==> config.mk <==
export PLATFORM = sky130hd
export DESIGN_NAME = operand_fetch
export DESIGN_NICKNAME = d
export VERILOG_FILES = /design/src/rtl/operand_fetch.sv
export SDC_FILE = /design/constraint.sdc
export NUM_CORES = 1
export LEC_CHECK = 0
export ABC_AREA = 1
export BUFFER_PORTS_ARGS = -buffer_cell sky130_fd_sc_hd__buf_2
export CORE_MARGIN = 5
export CORE_UTILIZATION = 50
export CTS_BUF_LIST = sky130_fd_sc_hd__clkbuf_2
export DETAILED_ROUTE_END_ITERATION = 16
export PLACE_DENSITY = 0.88
export SYNTH_ARGS = -nofsm -noshare
export SYNTH_HDL_FRONTEND = slang
export SYNTH_SLANG_ARGS = --single-unit
==> constraint.sdc <==
create_clock -name clk -period 3.7 [get_ports clk]
set_input_delay 0.185 -clock clk [delete_from_list [all_inputs] [get_ports clk]]
set_output_delay 0.185 -clock clk [all_outputs]
set_load 0.02 [all_outputs]
==> src/rtl/operand_fetch.sv <==
// Issue / operand-fetch stage: busy-bit scoreboard with writeback bypass in front of
// a one-entry output register feeding execute.
module operand_fetch #(
    parameter int DATA_WIDTH = 32,
    parameter int ADDR_WIDTH = 3,
    parameter int OPC_WIDTH  = 4,
    parameter int IMM_WIDTH  = 16
) (
    input  logic                  clk,
    input  logic                  reset,
    input  logic                  inValid,
    output logic                  inReady,
    input  logic [OPC_WIDTH-1:0]  inOpcode,
    input  logic [ADDR_WIDTH-1:0] inSrc1,
    input  logic [ADDR_WIDTH-1:0] inSrc2,
    input  logic [ADDR_WIDTH-1:0] inDest,
    input  logic                  inUsesSrc2,
    input  logic                  inWritesDest,
    input  logic [IMM_WIDTH-1:0]  inImm,
    output logic [ADDR_WIDTH-1:0] readAddr1,
    output logic [ADDR_WIDTH-1:0] readAddr2,
    input  logic [DATA_WIDTH-1:0] readData1,
    input  logic [DATA_WIDTH-1:0] readData2,
    input  logic                  wbValid,
    input  logic [ADDR_WIDTH-1:0] wbAddr,
    input  logic [DATA_WIDTH-1:0] wbData,
    input  logic                  flush,
    output logic                  outValid,
    input  logic                  outReady,
    output logic [OPC_WIDTH-1:0]  outOpcode,
    output logic [DATA_WIDTH-1:0] outOperand1,
    output logic [DATA_WIDTH-1:0] outOperand2,
    output logic [IMM_WIDTH-1:0]  outImm,
    output logic [ADDR_WIDTH-1:0] outDest,
    output logic                  outWritesDest
);

    localparam int NUM_REGS = 1 << ADDR_WIDTH;

    logic [NUM_REGS-1:0]   busyReg;
    logic [NUM_REGS-1:0]   busyNext;
    logic [NUM_REGS-1:0]   wbHit;
    logic [NUM_REGS-1:0]   effBusy;
    logic [NUM_REGS-1:0]   setHit;
    logic [NUM_REGS-1:0]   flushHit;

    logic                  outValidReg;
    logic [OPC_WIDTH-1:0]  outOpcodeReg;
    logic [DATA_WIDTH-1:0] outOperand1Reg;
    logic [DATA_WIDTH-1:0] outOperand2Reg;
    logic [IMM_WIDTH-1:0]  outImmReg;
    logic [ADDR_WIDTH-1:0] outDestReg;
    logic                  outWritesDestReg;

    logic                  hazard;
    logic                  accept;
    logic                  flushKill;
    logic [DATA_WIDTH-1:0] operand1;
    logic [DATA_WIDTH-1:0] operand2;

    assign readAddr1 = inSrc1;
    assign readAddr2 = inSrc2;

    // A flushed writer never reaches writeback, so its reservation is released here.
    assign flushKill = flush && outValidReg && outWritesDestReg;

    genvar gi;
    generate
        for (gi = 0; gi < NUM_REGS; gi++) begin : gRegs
            assign wbHit[gi]    = wbValid && (wbAddr == ADDR_WIDTH'(gi));
            assign effBusy[gi]  = busyReg[gi] && !wbHit[gi];
            assign setHit[gi]   = accept && inWritesDest && (inDest == ADDR_WIDTH'(gi));
            assign flushHit[gi] = flushKill && (outDestReg == ADDR_WIDTH'(gi));
            // A new reservation beats a same-cycle release of the previous owner.
            assign busyNext[gi] = setHit[gi] | (busyReg[gi] & ~wbHit[gi] & ~flushHit[gi]);
        end
    endgenerate

    assign hazard = inValid && (effBusy[inSrc1]
                             || (inUsesSrc2 && effBusy[inSrc2])
                             || (inWritesDest && effBusy[inDest]));

    assign inReady = !reset && !flush && !hazard && (!outValidReg || outReady);
    assign accept  = inValid && inReady;

    assign operand1 = wbHit[inSrc1] ? wbData : readData1;
    assign operand2 = !inUsesSrc2    ? '0     :
                      wbHit[inSrc2]  ? wbData : readData2;

    always_ff @(posedge clk or posedge reset) begin
        if (reset) begin
            busyReg <= '0;
        end else begin
            busyReg <= busyNext;
        end
    end

    always_ff @(posedge clk or posedge reset) begin
        if (reset) begin
            outValidReg      <= 1'b0;
            outOpcodeReg     <= '0;
            outOperand1Reg   <= '0;
            outOperand2Reg   <= '0;
            outImmReg        <= '0;
            outDestReg       <= '0;
            outWritesDestReg <= 1'b0;
        end else if (flush) begin
            outValidReg <= 1'b0;
        end else if (accept) begin
            outValidReg      <= 1'b1;
            outOpcodeReg     <= inOpcode;
            outOperand1Reg   <= operand1;
            outOperand2Reg   <= operand2;
            outImmReg        <= inImm;
            outDestReg       <= inDest;
            outWritesDestReg <= inWritesDest;
        end else if (outValidReg && outReady) begin
            outValidReg <= 1'b0;
        end
    end

    assign outValid      = outValidReg;
    assign outOpcode     = outOpcodeReg;
    assign outOperand1   = outOperand1Reg;
    assign outOperand2   = outOperand2Reg;
    assign outImm        = outImmReg;
    assign outDest       = outDestReg;
    assign outWritesDest = outWritesDestReg;

endmodule

Word level (Yosys, flattened, before mapping)
Index checks and enable logic that the tools add are counted.
- flip-flop bits (word level): 97
- bits in latches: 0
- bits in writable memories: 0
- bits in read-only memories: 0
- input bits: 136
- logic and storage cells: 152
- memories: 0
- $add $sub $neg: 0
- $mul: 0
- div/mod/pow operators: 0
- magnitude comparators: 3
- equality and inequality tests: 21
- shifts and indexed selects: 0
- multiplexer cells: 16
- bitwise operators: 41
- reductions and logical operators: 63
- operators with widths (operator ; number):
    $mux W32 ; 3
    $logic_and A1 B1 Y1 ; 43
    $eq A3 B3 Y1 const B ; 12
    $eq A3 B2 Y1 const B ; 6
    $not A1 Y1 ; 17
    $and A1 B1 Y1 ; 16
    $bmux W1 S3 ; 5
    $logic_not A1 Y1 ; 12
    $lt A3 B4 Y1 const B ; 3
    $eq A3 B1 Y1 const B ; 3
    $logic_not A3 Y1 ; 3
    $mux W1 ; 8
    $or A1 B1 Y1 ; 8
    $logic_or A1 B1 Y1 ; 3
    $reduce_bool A3 Y1 ; 1
    $reduce_and A2 Y1 ; 1

Logic depth before layout (Yosys ltp)
Gate-level depths: netlist of run 1.
- depth after elaboration: 17
- gate-level depth with buffers: 16
- gate-level depth less buffers: 14

Worst setup path after synthesis of run 1
Ideal clock, no wire load.
- kind: input to register
- start: input port wbValid
- end: register outOperand2Reg[0] (netlist: outOperand2[0])
- library setup time: 0.126 ns
- arrival time: 1.521 ns
- required time: 3.574 ns
- setup slack: 2.053 ns
- cell stages on the path: 15
- buffers on the path: 2
- path through: inv_1 > nor2_2 > nand2_1 > nand2_1 > nand2_1 > nand2_1 > nor2_1 > nand2_1 > nand2_1 > nand2_1 > nand3_2 > nor3_4 > buf_2 > buf_2 > o21ai_0
- cells in the longest elaborated chain, start to end: 14
- elaborated cells on any way between the ends: 44
- classes of those cells: mux: 10; reduce/logical: 34
- ends and longest elaborated chain (element ; RTL line ; RTL):
    start, declared ; 24 ; input logic wbValid,
    $logic_and A1 B1 Y1 ; 70 ; assign wbHit[gi] = wbValid && (wbAddr == ADDR_WIDTH'(gi));
    $logic_not A1 Y1 ; 71 ; assign effBusy[gi] = busyReg[gi] && !wbHit[gi];
    $logic_and A1 B1 Y1 ; 71 ;
    $bmux W1 S3 ; 80 ; || (inUsesSrc2 && effBusy[inSrc2])
    $mux W1 (implied by the code) ; 80 ;
    $logic_and A1 B1 Y1 ; 80 ;
    $logic_or A1 B1 Y1 ; 80 ;
    $logic_or A1 B1 Y1 ; 81 ; || (inWritesDest && effBusy[inDest]));
    $logic_and A1 B1 Y1 ; 79 ; assign hazard = inValid && (effBusy[inSrc1]
    $logic_not A1 Y1 ; 83 ; assign inReady = !reset && !flush && !hazard && (!outValidReg || outReady);
    $logic_and A1 B1 Y1 (2 in series) ; 83 ;
    $logic_and A1 B1 Y1 ; 84 ; assign accept = inValid && inReady;
    $reduce_and A2 Y1 (no line) ; -- ;
    end signal, assigned ; 113 ; outOperand2Reg <= operand2;
    end, declared ; 50 ; logic [DATA_WIDTH-1:0] outOperand2Reg;
Parallel ways exist; a longest one is shown, timed or not. The select of a mux whose other input is x is not followed.
A chain may end at the register's enable or synchronous reset.

Final worst setup path of run 1
- start: input port inSrc1[0]
- end: register outOperand1Reg[3] (netlist: outOperand1[3])
- cells in the longest elaborated chain, start to end: 10
- elaborated cells on any way between the ends: 13
- classes of those cells: mux: 5; reduce/logical: 8
- ends and longest elaborated chain (element ; RTL line ; RTL):
    start, declared ; 14 ; input logic [ADDR_WIDTH-1:0] inSrc1,
    $bmux W1 S3 ; 79 ;
    $mux W1 (implied by the code) ; 79 ;
    $logic_or A1 B1 Y1 ; 80 ;
    $logic_or A1 B1 Y1 ; 81 ;
    $logic_and A1 B1 Y1 ; 79 ;
    $logic_not A1 Y1 ; 83 ;
    $logic_and A1 B1 Y1 (2 in series) ; 83 ;
    $logic_and A1 B1 Y1 ; 84 ;
    $reduce_and A2 Y1 (no line) ; -- ;
    end signal, assigned ; 112 ; outOperand1Reg <= operand1;
    end, declared ; 49 ; logic [DATA_WIDTH-1:0] outOperand1Reg;
Parallel ways exist; a longest one is shown, timed or not. The select of a mux whose other input is x is not followed.

==> impl_metrics.tcl, run 1 <==
set metrics [dict create \
    grt-ovfl-total 0 \
    switchingPower_mw 1.80 \
    synthMuxAreaShare_pct 0 \
    arrival_ns 3.10 \
    multi_input_area_mm2 0.00240 \
    root_buffer "clkbuf_2" \
    io_buffers 231 \
    period_share_pct 72.2 \
    p_clk_share_pct 14.6 \
    dp_slack_ns 1.17 \
    crit_path_end_kind "flop" \
    ys_types 22 \
    gp_congestion 0.905 \
    slowest_stage "dlygate4sd3_1" \
    start_util_pct 51.0 \
    hpwlAfterDp_um 12300 \
    setup_viol 0 \
    synth_compound_area_share_pct 14.9 \
    worstPathCellList "buf_2 > inv_1 > o21ai_0 > o221ai_4 > buf_4 > nand2_1 > buf_4 > nand2_1 > nand2_1 > dlygate4sd3_1 > nand2_1 > o21ai_0" \
    avgSynthCellArea_um2 7.06 \
    synthFlopType "dfrtp_1" \
    rsz0062_at_grt "false" \
    synthesis.nets 915 \
    nets 1233 \
    yosysWarningCount 0 \
    timing.fmax_mhz 374 \
    path_max_fanout 33 \
    async_reset_ff_share_pct 100 \
    dieArea_mm2 0.0132 \
    synth_edf_count 0 \
    fillers 716 \
    fp-row-count 38 \
    dr.pass1.iters 7 \
    synthSimpleGateAreaFrac_pct 28.4 \
    post_drt_via_cell_ratio 5.47 \
    die_w_um 115 \
    ios 232 \
    required_ns 4.13 \
    ir_worst_vdd_v 0.000367 \
    core_area_mm2 0.0108 \
    combPwrFrac_pct 44.1 \
    ys_ff_latch 97 \
    synth_xor_area_share_pct 0 \
    crit_path_frequent_cell "nand2_1" \
    insertion_delay_ns 0.55 \
    netlist_area_mm2 0.00550 \
    leakage_nw 4.20 \
    synth_fa_ha_area_share_pct 0 \
    grt.total_usage_pct 31.2 \
    whs_ns 0.0333 \
    wire_per_inst_um 17.0 \
    drive_gt1_share_pct 23.7 \
    seq_area_frac_synth_pct 44.1 \
    period_minus_slack_ns 2.67 \
    htree_levels 3 \
    ant_nets 0 \
    drv_cap 0 \
    dr.first_iter.drc_count 670 \
    power_switching_share_pct 43.8 \
    antenna_found_initial 0 \
    setup_tns_ns 0 \
    critPathLaunchType "input port" \
    clk_pin_slew_ns 0.29 \
    max_stage_delay_ns 0.56 \
    synthCells 779 \
    cts_tree "done" \
    internal_power_mw 2.30 \
    cts_max_path_buffers 2 \
    fin_util_pct 74.0 \
    cts_buffers 9 \
    grt_max_degree 101 \
    skew_ns 0.0493 \
    via_count 6804 \
    slew_headroom_pct 39.6 \
    p_seq_share_pct 41.3 \
    grt_pass1_wl_um 32600 \
    max_slew.worst_pin.slew_ns 0.906 \
    synth_top_family_by_area "simple AND/OR/NAND/NOR gates" \
    power_density_mw_per_mm2 513 \
    critPathKind "input port to flop" \
    maxSlewViolCount 0 \
    final_hold_viol_count 0 \
    clkSinkCount 97 \
    status "completed" \
    area_growth_pct 45.2 \
    die_h_um 115 \
    ff_latch_area_mm2 0.00243 \
    grt_pass1_vias 6673 \
    wl_um 21100 \
    min_path_type "input port to flop" \
    setup_ws_ns 1.03 \
    cts-resized-gates 0 \
    drcViolationCount 0 \
]
==> flip-flops by register name (all words and copies together) (netlist names) <==
register,flops
outOperand1,32
outOperand2,32
outImm,16
busyReg,8
outOpcode,4
outDest,3
outValid,1
outWritesDest,1
==> worst max-delay path: cells and delay by family <==
kind	cells	cell delay [ns]
buffers and inverters	5	1.66
and+or+nand+nor	4	0.72
AOI/OAI and AO/OA	3	0.50
==> path summary, 6_finish.rpt <==
check | start | end | slack, ns | cells after the start
setup reg to reg | busyReg[6] | outOperand1[3] | 1.28 | 12
setup / recovery | inSrc1[0] | outOperand1[3] | 1.03 | 12
hold / removal | readData2[4] | outOperand2[4] | 0.03 | 5
hold reg to reg | outImm[8] | outImm[8] | 0.54 | 2
min in group asynchronous | reset | outOpcode[1] | 0.35 | 3
max in group asynchronous | reset | outOperand2[13] | 2.39 | 4
==> repair_timing <==
item                                   4_1_cts  5_1_grt
hold buffers                               116        0
endpoints found under the hold margin      165        0
buffers inserted                             0        0
==> cells in the mapped netlist (3+ instances only) <==
library cell	n	area, um2
o41ai_1	6	52.6
buf_4	14	105
inv_1	115	432
clkbuf_1	23	86.3
a21oi_1	3	15.0
o211ai_1	5	37.5
nand2_1	242	908
buf_2	12	60.1
nor3_1	3	15.0
a21boi_0	32	240
o21ai_1	17	85.1
nor2_1	31	116
o21ai_0	75	375
dfrtp_1	97	2430
nand3_1	97	485
==> kinds of logic after synthesis <==
| family | after synthesis |
|---|---|
| simple gates | 377 |
| compound gates | 140 |
| buf+inv | 165 |
| flops | 97 |
==> cells in the final DEF (no fill, tap or decap) <==
cell and n:
o21ai_1 17, clkinv_1 2, or2_2 1, nand2_1 242, nor2_1 31, a21oi_1 3, nand3_1 97, inv_4 1
inv_2 1, nor3_1 3, buf_2 231, clkbuf_2 10, dfrtp_1 97, o21bai_1 1, inv_1 114, o41ai_1 6
o211ai_1 5, dlygate4sd3_1 116, diode_2 1, nor3_4 1, o21ai_0 75, clkinvlp_4 2, buf_4 7, nand3_2 1
buf_12 2, bufinv_16 2, a21boi_0 32, o221ai_4 1, nor2_2 1
==> per-stage QoR <==
step	total power, mW	cell area (um2)	std cells
global placement	3.27	6690	1110
finish	4.10	7990	1243
global route	4.32	7990	1242
CTS	4.00	7990	1242
detailed placement	3.30	6690	1110
floorplan	2.63	5500	779
==> per-layer routing <==
layer  vias to the layer above  GRT usage [%]  share of wire [%]
met3                       127           6.63                9.2
li1                       3091              -                  -
met5                         -              0                  0
met1                      3104           37.5                 37
met2                       482           51.2                 48
met4                         0           19.5                6.0
==> power groups by stage <==
stage	Sequential [mW]	Combinational, mW	Clock [mW]
global placement	1.67	1.60	0
detailed placement	1.67	1.63	0
floorplan	2.14	0.498	0
global route	1.73	1.95	0.646
CTS	1.66	1.75	0.593
finish	1.69	1.81	0.598
==> area by class of cell <==
type / instances / share of cell area, %
antenna: 1 / 0.0313
clock buffer: 10 / 0.626
clock inverter: 6 / 1.03
inverter: 116 / 5.48
multi-input combinational: 517 / 30.1
sequential: 97 / 30.4
tap: 140 / 2.19
timing repair buffer: 356 / 30.2
No activity file was read; power rests on OpenSTA's default activity.
==> run 2, diff against run 1 <==
Settings changed: ABC_AREA 1 to 0, CORE_UTILIZATION 50 to 49, PLACE_DENSITY 0.88 to 0.87.
Clock period 3.7 ns to 2.5 ns, I/O delays scaled along.
==> impl_metrics.tcl, run 2 <==
set metrics [dict create \
    critPathLaunch "busyReg[0]" \
    crit_path_end_kind "primary output" \
    fillers 642 \
    synth_edf_count 0 \
    root_buffer "clkbuf_2" \
    fin_area_mm2 0.00811 \
    required_ns 2.38 \
    synthesis.nets 552 \
    skew_ns 0.0549 \
    post_drt_via_cell_ratio 5.38 \
    status "completed" \
    cts_buffers 9 \
    drv_cap 0 \
    grt_pass1_wl_um 29100 \
    max_slew.worst_pin.slew_ns 1.02 \
    critPathKind "flop to primary output" \
    maxSlewViolCount 0 \
    r2r_cells 7 \
    wl_um 18500 \
    drive_gt1_share_pct 48.7 \
    worstReg2RegStart "busyReg[0]" \
    cts_tree "done" \
    ios 232 \
    slew_headroom_pct 32.1 \
    setup_viol 0 \
    r2r_slack_ns 0.29 \
    die_h_um 114 \
    placed_area_mm2 0.00649 \
    setup_ws_ns 0.161 \
    avgSynthCellArea_um2 12.7 \
    antenna_found_initial 1 \
    hpwlAfterDp_um 10800 \
    dieArea_mm2 0.0130 \
    grt-ovfl-total 0 \
    min_path_type "input port to flop" \
    ir_worst_vdd_v 0.000442 \
    rsz0062_at_grt "false" \
    grt.total_usage_pct 28.4 \
    leakage_nw 4.07 \
    core_area_mm2 0.0107 \
    critPathLaunchType "flop" \
    ff_latch_area_mm2 0.00243 \
    clk_pin_slew_ns 0.26 \
    arrival_ns 2.21 \
    dr.first_iter.drc_count 348 \
    synthFlopType "dfrtp_1" \
    yosysMostFrequentCell "mux2_2" \
    synth_largest_area_cell "dfrtp_1" \
    die_w_um 114 \
    cts_max_path_buffers 2 \
    fp-row-count 38 \
    async_reset_ff_share_pct 100 \
    power_density_mw_per_mm2 635 \
    period_minus_slack_ns 2.34 \
    worstPathCellList "nand2_1 > o221a_1 > or4b_4 > nand3_1 > a21boi_0 > buf_2" \
    wire_per_inst_um 19.8 \
    slowest_stage "or4b_4" \
    drcViolationCount 0 \
    grt_pass1_vias 5622 \
    critPathCapture "inReady" \
    nets 920 \
    final_hold_viol_count 0 \
    htree_levels 3 \
    timing.fmax_mhz 427 \
    rr_endpoint "outOperand1[4]" \
    via_count 5002 \
    clkSinkCount 97 \
    period_share_pct 93.6 \
    synthCells 416 \
    max_stage_delay_ns 0.50 \
    yosysWarningCount 0 \
    dr.pass1.iters 5 \
    synth_top_area_share_pct 45.9 \
    ys_types 38 \
    insertion_delay_ns 0.55 \
    multi_input_area_mm2 0.00259 \
    start_util_pct 49.5 \
    seq_area_frac_synth_pct 45.9 \
    setup_tns_ns 0 \
    synth_area_leaders "dfrtp_1 46%, mux2_2 21%, mux2i_1 6.1%" \
    final_cell_mix "231 x buf_2, 149 x dlygate4sd3_1, 99 x mux2_2, 97 x dfrtp_1, 34 x nor2b_1" \
    netlist_area_mm2 0.00529 \
    dp_slack_ns 0.0448 \
    ys_ff_latch 97 \
    whs_ns 0.0607 \
    path_max_fanout 3 \
    io_buffers 231 \
    synth_common_cells "99 x mux2_2, 97 x dfrtp_1, 34 x nor2b_1" \
    area_growth_pct 53.1 \
    gp_congestion 0.908 \
    grt_max_degree 48 \
    ant_nets 0 \
    mostFrequentLayoutCell "buf_2" \
]
## run 2: changes by cell type in the layout (fill, tap and decap cells not counted), sizes merged, moves of 22 or more
cell	change
nand2	-230
mux2	+120
inv	-109
o21ai	-91
nand3	-88
nor2b	+34
dlygate4sd3	+33
mux2i	+32
a21boi	-31
nor2	-22
## run 2: layout make-up
type / count / share of cell area [%]
antenna: 2 / 0.0617
clock buffer: 10 / 0.617
clock inverter: 5 / 0.695
inverter: 7 / 0.370
multi-input combinational: 277 / 31.9
sequential: 97 / 29.9
tap: 140 / 2.16
timing repair buffer: 392 / 34.2
## run 2: cells by family after synthesis
kind of cell,Yosys count,share of synthesized area (%)
muxes,152,33.1
DFF,97,45.9
and+or+nand+nor,93,10.3
AOI/OAI and AO/OA,26,4.35
xor gates and xnor gates,6,0.993
buffers and inverters,42,5.41
## run 2: per-stage QoR
| stage | cells | power, mW | utilization, % |
|---|---|---|---|
| global route | 929 | 5.39 | 75.8 |
| global placement | 763 | 4.04 | 60.7 |
| CTS | 927 | 5.08 | 75.6 |
| floorplan | 416 | 3.40 | - |
| detailed placement | 763 | 4.13 | 60.7 |
| finish | 930 | 5.14 | 75.8 |
## run 2: repair_timing
| action | CTS | global route |
|---|---|---|
| hold buffers | 149 | 0 |
| endpoints found under the setup margin | 0 | 1 |
| resized for setup | 0 | 1 |
| setup buffers | 0 | 1 |
| hold endpoints to repair | 138 | 0 |
## run 2: worst max-delay path: cells and delay by family (launching register included)
kind | cells | cell delay (ns)
compound gates | 2 | 0.34
buf+inv | 1 | 0.16
flops | 1 | 0.46
simple gates | 3 | 0.73
## run 2: power by group
part           switching (mW)  internal, mW  total (mW)  leakage, nW
combinational            1.13          1.01        2.15         2.79
clock                   0.528         0.230       0.759       0.0682
sequential              0.266          1.97        2.24         1.21
## run 2: per-layer routing
| metal | share of wire (%) | global-route usage [%] | vias up |
|---|---|---|---|
| met5 | 0 | 0 | - |
| met2 | 53 | 52.1 | 271 |
| li1 | - | - | 2229 |
| met1 | 37 | 31.6 | 2441 |
| met4 | 3.2 | 13.2 | 0 |
| met3 | 6.6 | 5.52 | 61 |
## run 2: worst min-delay path by stage
stage / from / to / slack, ns / cells past startpoint
2_1_floorplan: inImm[0] / outImm[0] / 0.27 / 1
3_3_place_gp: inOpcode[2] / outOpcode[2] / 0.36 / 2
3_5_place_dp: inOpcode[1] / outOpcode[1] / 0.36 / 2
4_1_cts: wbData[3] / outOperand2[3] / 0.003 / 4
5_1_grt: readData2[1] / outOperand2[1] / 0.03 / 4
6_report: readData2[1] / outOperand2[1] / 0.06 / 4
==> run 3, diff against run 2 <==
Settings changed: CAP_MARGIN set to 30, CORE_UTILIZATION 49 to 30, PLACE_DENSITY 0.87 to 0.6, SETUP_SLACK_MARGIN set to 0.3.
==> impl_metrics.tcl, run 3 (synthesized netlist as in run 2, its figures left out) <==
set metrics [dict create \
    status "completed" \
    whs_ns 0.219 \
    die_w_um 143 \
    io_buffers 231 \
    leakage_nw 4.30 \
    start_util_pct 30.6 \
    grt_max_degree 63 \
    clk_pin_slew_ns 0.27 \
    root_buffer "clkbuf_2" \
    wl_um 18400 \
    drive_gt1_share_pct 50.4 \
    grt-ovfl-total 0 \
    grt_pass1_wl_um 27300 \
    hpwlAfterDp_um 10900 \
    min_path_type "input port to flop" \
    drcViolationCount 0 \
    rsz0062_at_grt "true" \
    setup_tns_ns 0 \
    area_growth_pct 65.0 \
    cts_max_path_buffers 2 \
    cts_tree "done" \
    fillers 1448 \
    post_drt_via_cell_ratio 4.76 \
    required_ns 2.97 \
    gp_congestion 0.860 \
    htree_levels 3 \
    arrival_ns 2.78 \
    timing.fmax_mhz 433 \
    core_area_mm2 0.0173 \
    nets 953 \
    power_density_mw_per_mm2 590 \
    critPathLaunchType "flop" \
    mostFrequentLayoutCell "buf_2" \
    fin_area_mm2 0.00874 \
    slew_headroom_pct 58.8 \
    via_count 4991 \
    skew_ns 0.0316 \
    dr.pass1.iters 4 \
    period_minus_slack_ns 2.31 \
    multi_input_area_mm2 0.00260 \
    path_max_fanout 11 \
    grt.total_usage_pct 16.7 \
    clkSinkCount 97 \
    power_mw 5.16 \
    max_slew.worst_pin.slew_ns 0.619 \
    insertion_delay_ns 0.56 \
    ff_latch_area_mm2 0.00243 \
    fp-row-count 48 \
    antenna_found_initial 0 \
    wire_per_inst_um 17.5 \
    critPathKind "flop to flop" \
    ios 232 \
    grt_pass1_vias 5403 \
    drv_cap 0 \
    maxSlewViolCount 0 \
    cts_buffers 9 \
    setup_viol 0 \
    crit_path_end_kind "flop" \
    period_share_pct 92.4 \
    dr.first_iter.drc_count 122 \
    placed_area_mm2 0.00662 \
    ant_nets 0 \
    dieArea_mm2 0.0204 \
    die_h_um 143 \
    ir_worst_vdd_v 0.000350 \
    final_cell_mix "230 x buf_2, 156 x dlygate4sd3_1, 99 x mux2_2, 97 x dfrtp_1, 34 x nor2b_1" \
    final_hold_viol_count 0 \
]
==> run 3: metrics by stage <==
| stage | instances | utilization, % | worst slack (ns) |
|---|---|---|---|
| floorplan | 416 | - | 0.216 |
| global placement | 849 | 38.3 | 0.126 |
| detailed placement | 849 | 38.3 | 0.0595 |
| CTS | 1024 | 48.2 | 0.161 |
| global route | 1045 | 50.5 | 0.0888 |
| finish | 1048 | 50.5 | 0.191 |
==> run 3: worst paths after layout <==
kind,from,to,slack [ns],depth (start not counted)
max in group asynchronous,reset,outOperand2[10],1.27,5
worst max-delay path,busyReg[7],outOperand1[25],0.19,8
worst min register to register,outOperand2[10],outOperand2[10],0.54,1
worst max register to register,busyReg[7],outOperand1[25],0.19,8
min in group asynchronous,reset,outOperand2[29],0.60,4
worst min-delay path,wbValid,busyReg[1],0.22,5
==> run 3: worst max-delay path, stage by stage, from the launching register on <==
cell      delay [ns]
dfrtp_1         0.46
nand3_1         0.11
o2111a_1        0.16
or4b_4          0.55
and4b_4         0.22
buf_12          0.15
buf_12          0.12
buf_16          0.14
mux2_2          0.29
==> run 3: final cells by class <==
type	count	area share (%)
multi-input combinational	277	29.8
timing repair buffer	425	37.6
tap	225	3.22
sequential	97	27.8
clock buffer	9	0.516
inverter	7	0.344
antenna	3	0.0859
clock inverter	5	0.673
==> run 3: what timing repair did <==
item | 4_1_cts | 5_1_grt
resized for setup | 8 | 16
pin swaps | 2 | 1
buffers inserted | 5 | 11
hold buffers | 156 | 0
gates cloned | 0 | 10
setup endpoints to repair | 1 | 87
endpoints found under the hold margin | 194 | 0
==> run 3: routing by layer <==
layer	part of all wire (%)	vias up	global-route usage [%]
li1	-	2301	-
met1	41	2456	19.5
met2	50	208	30.0
met3	6.5	26	3.58
met4	2.1	0	6.45
met5	0	-	0
==> run 3: report_power, final <==
part	switching, mW	internal (mW)
registers	0.242	1.97
logic	1.12	1.07
clock network	0.536	0.219
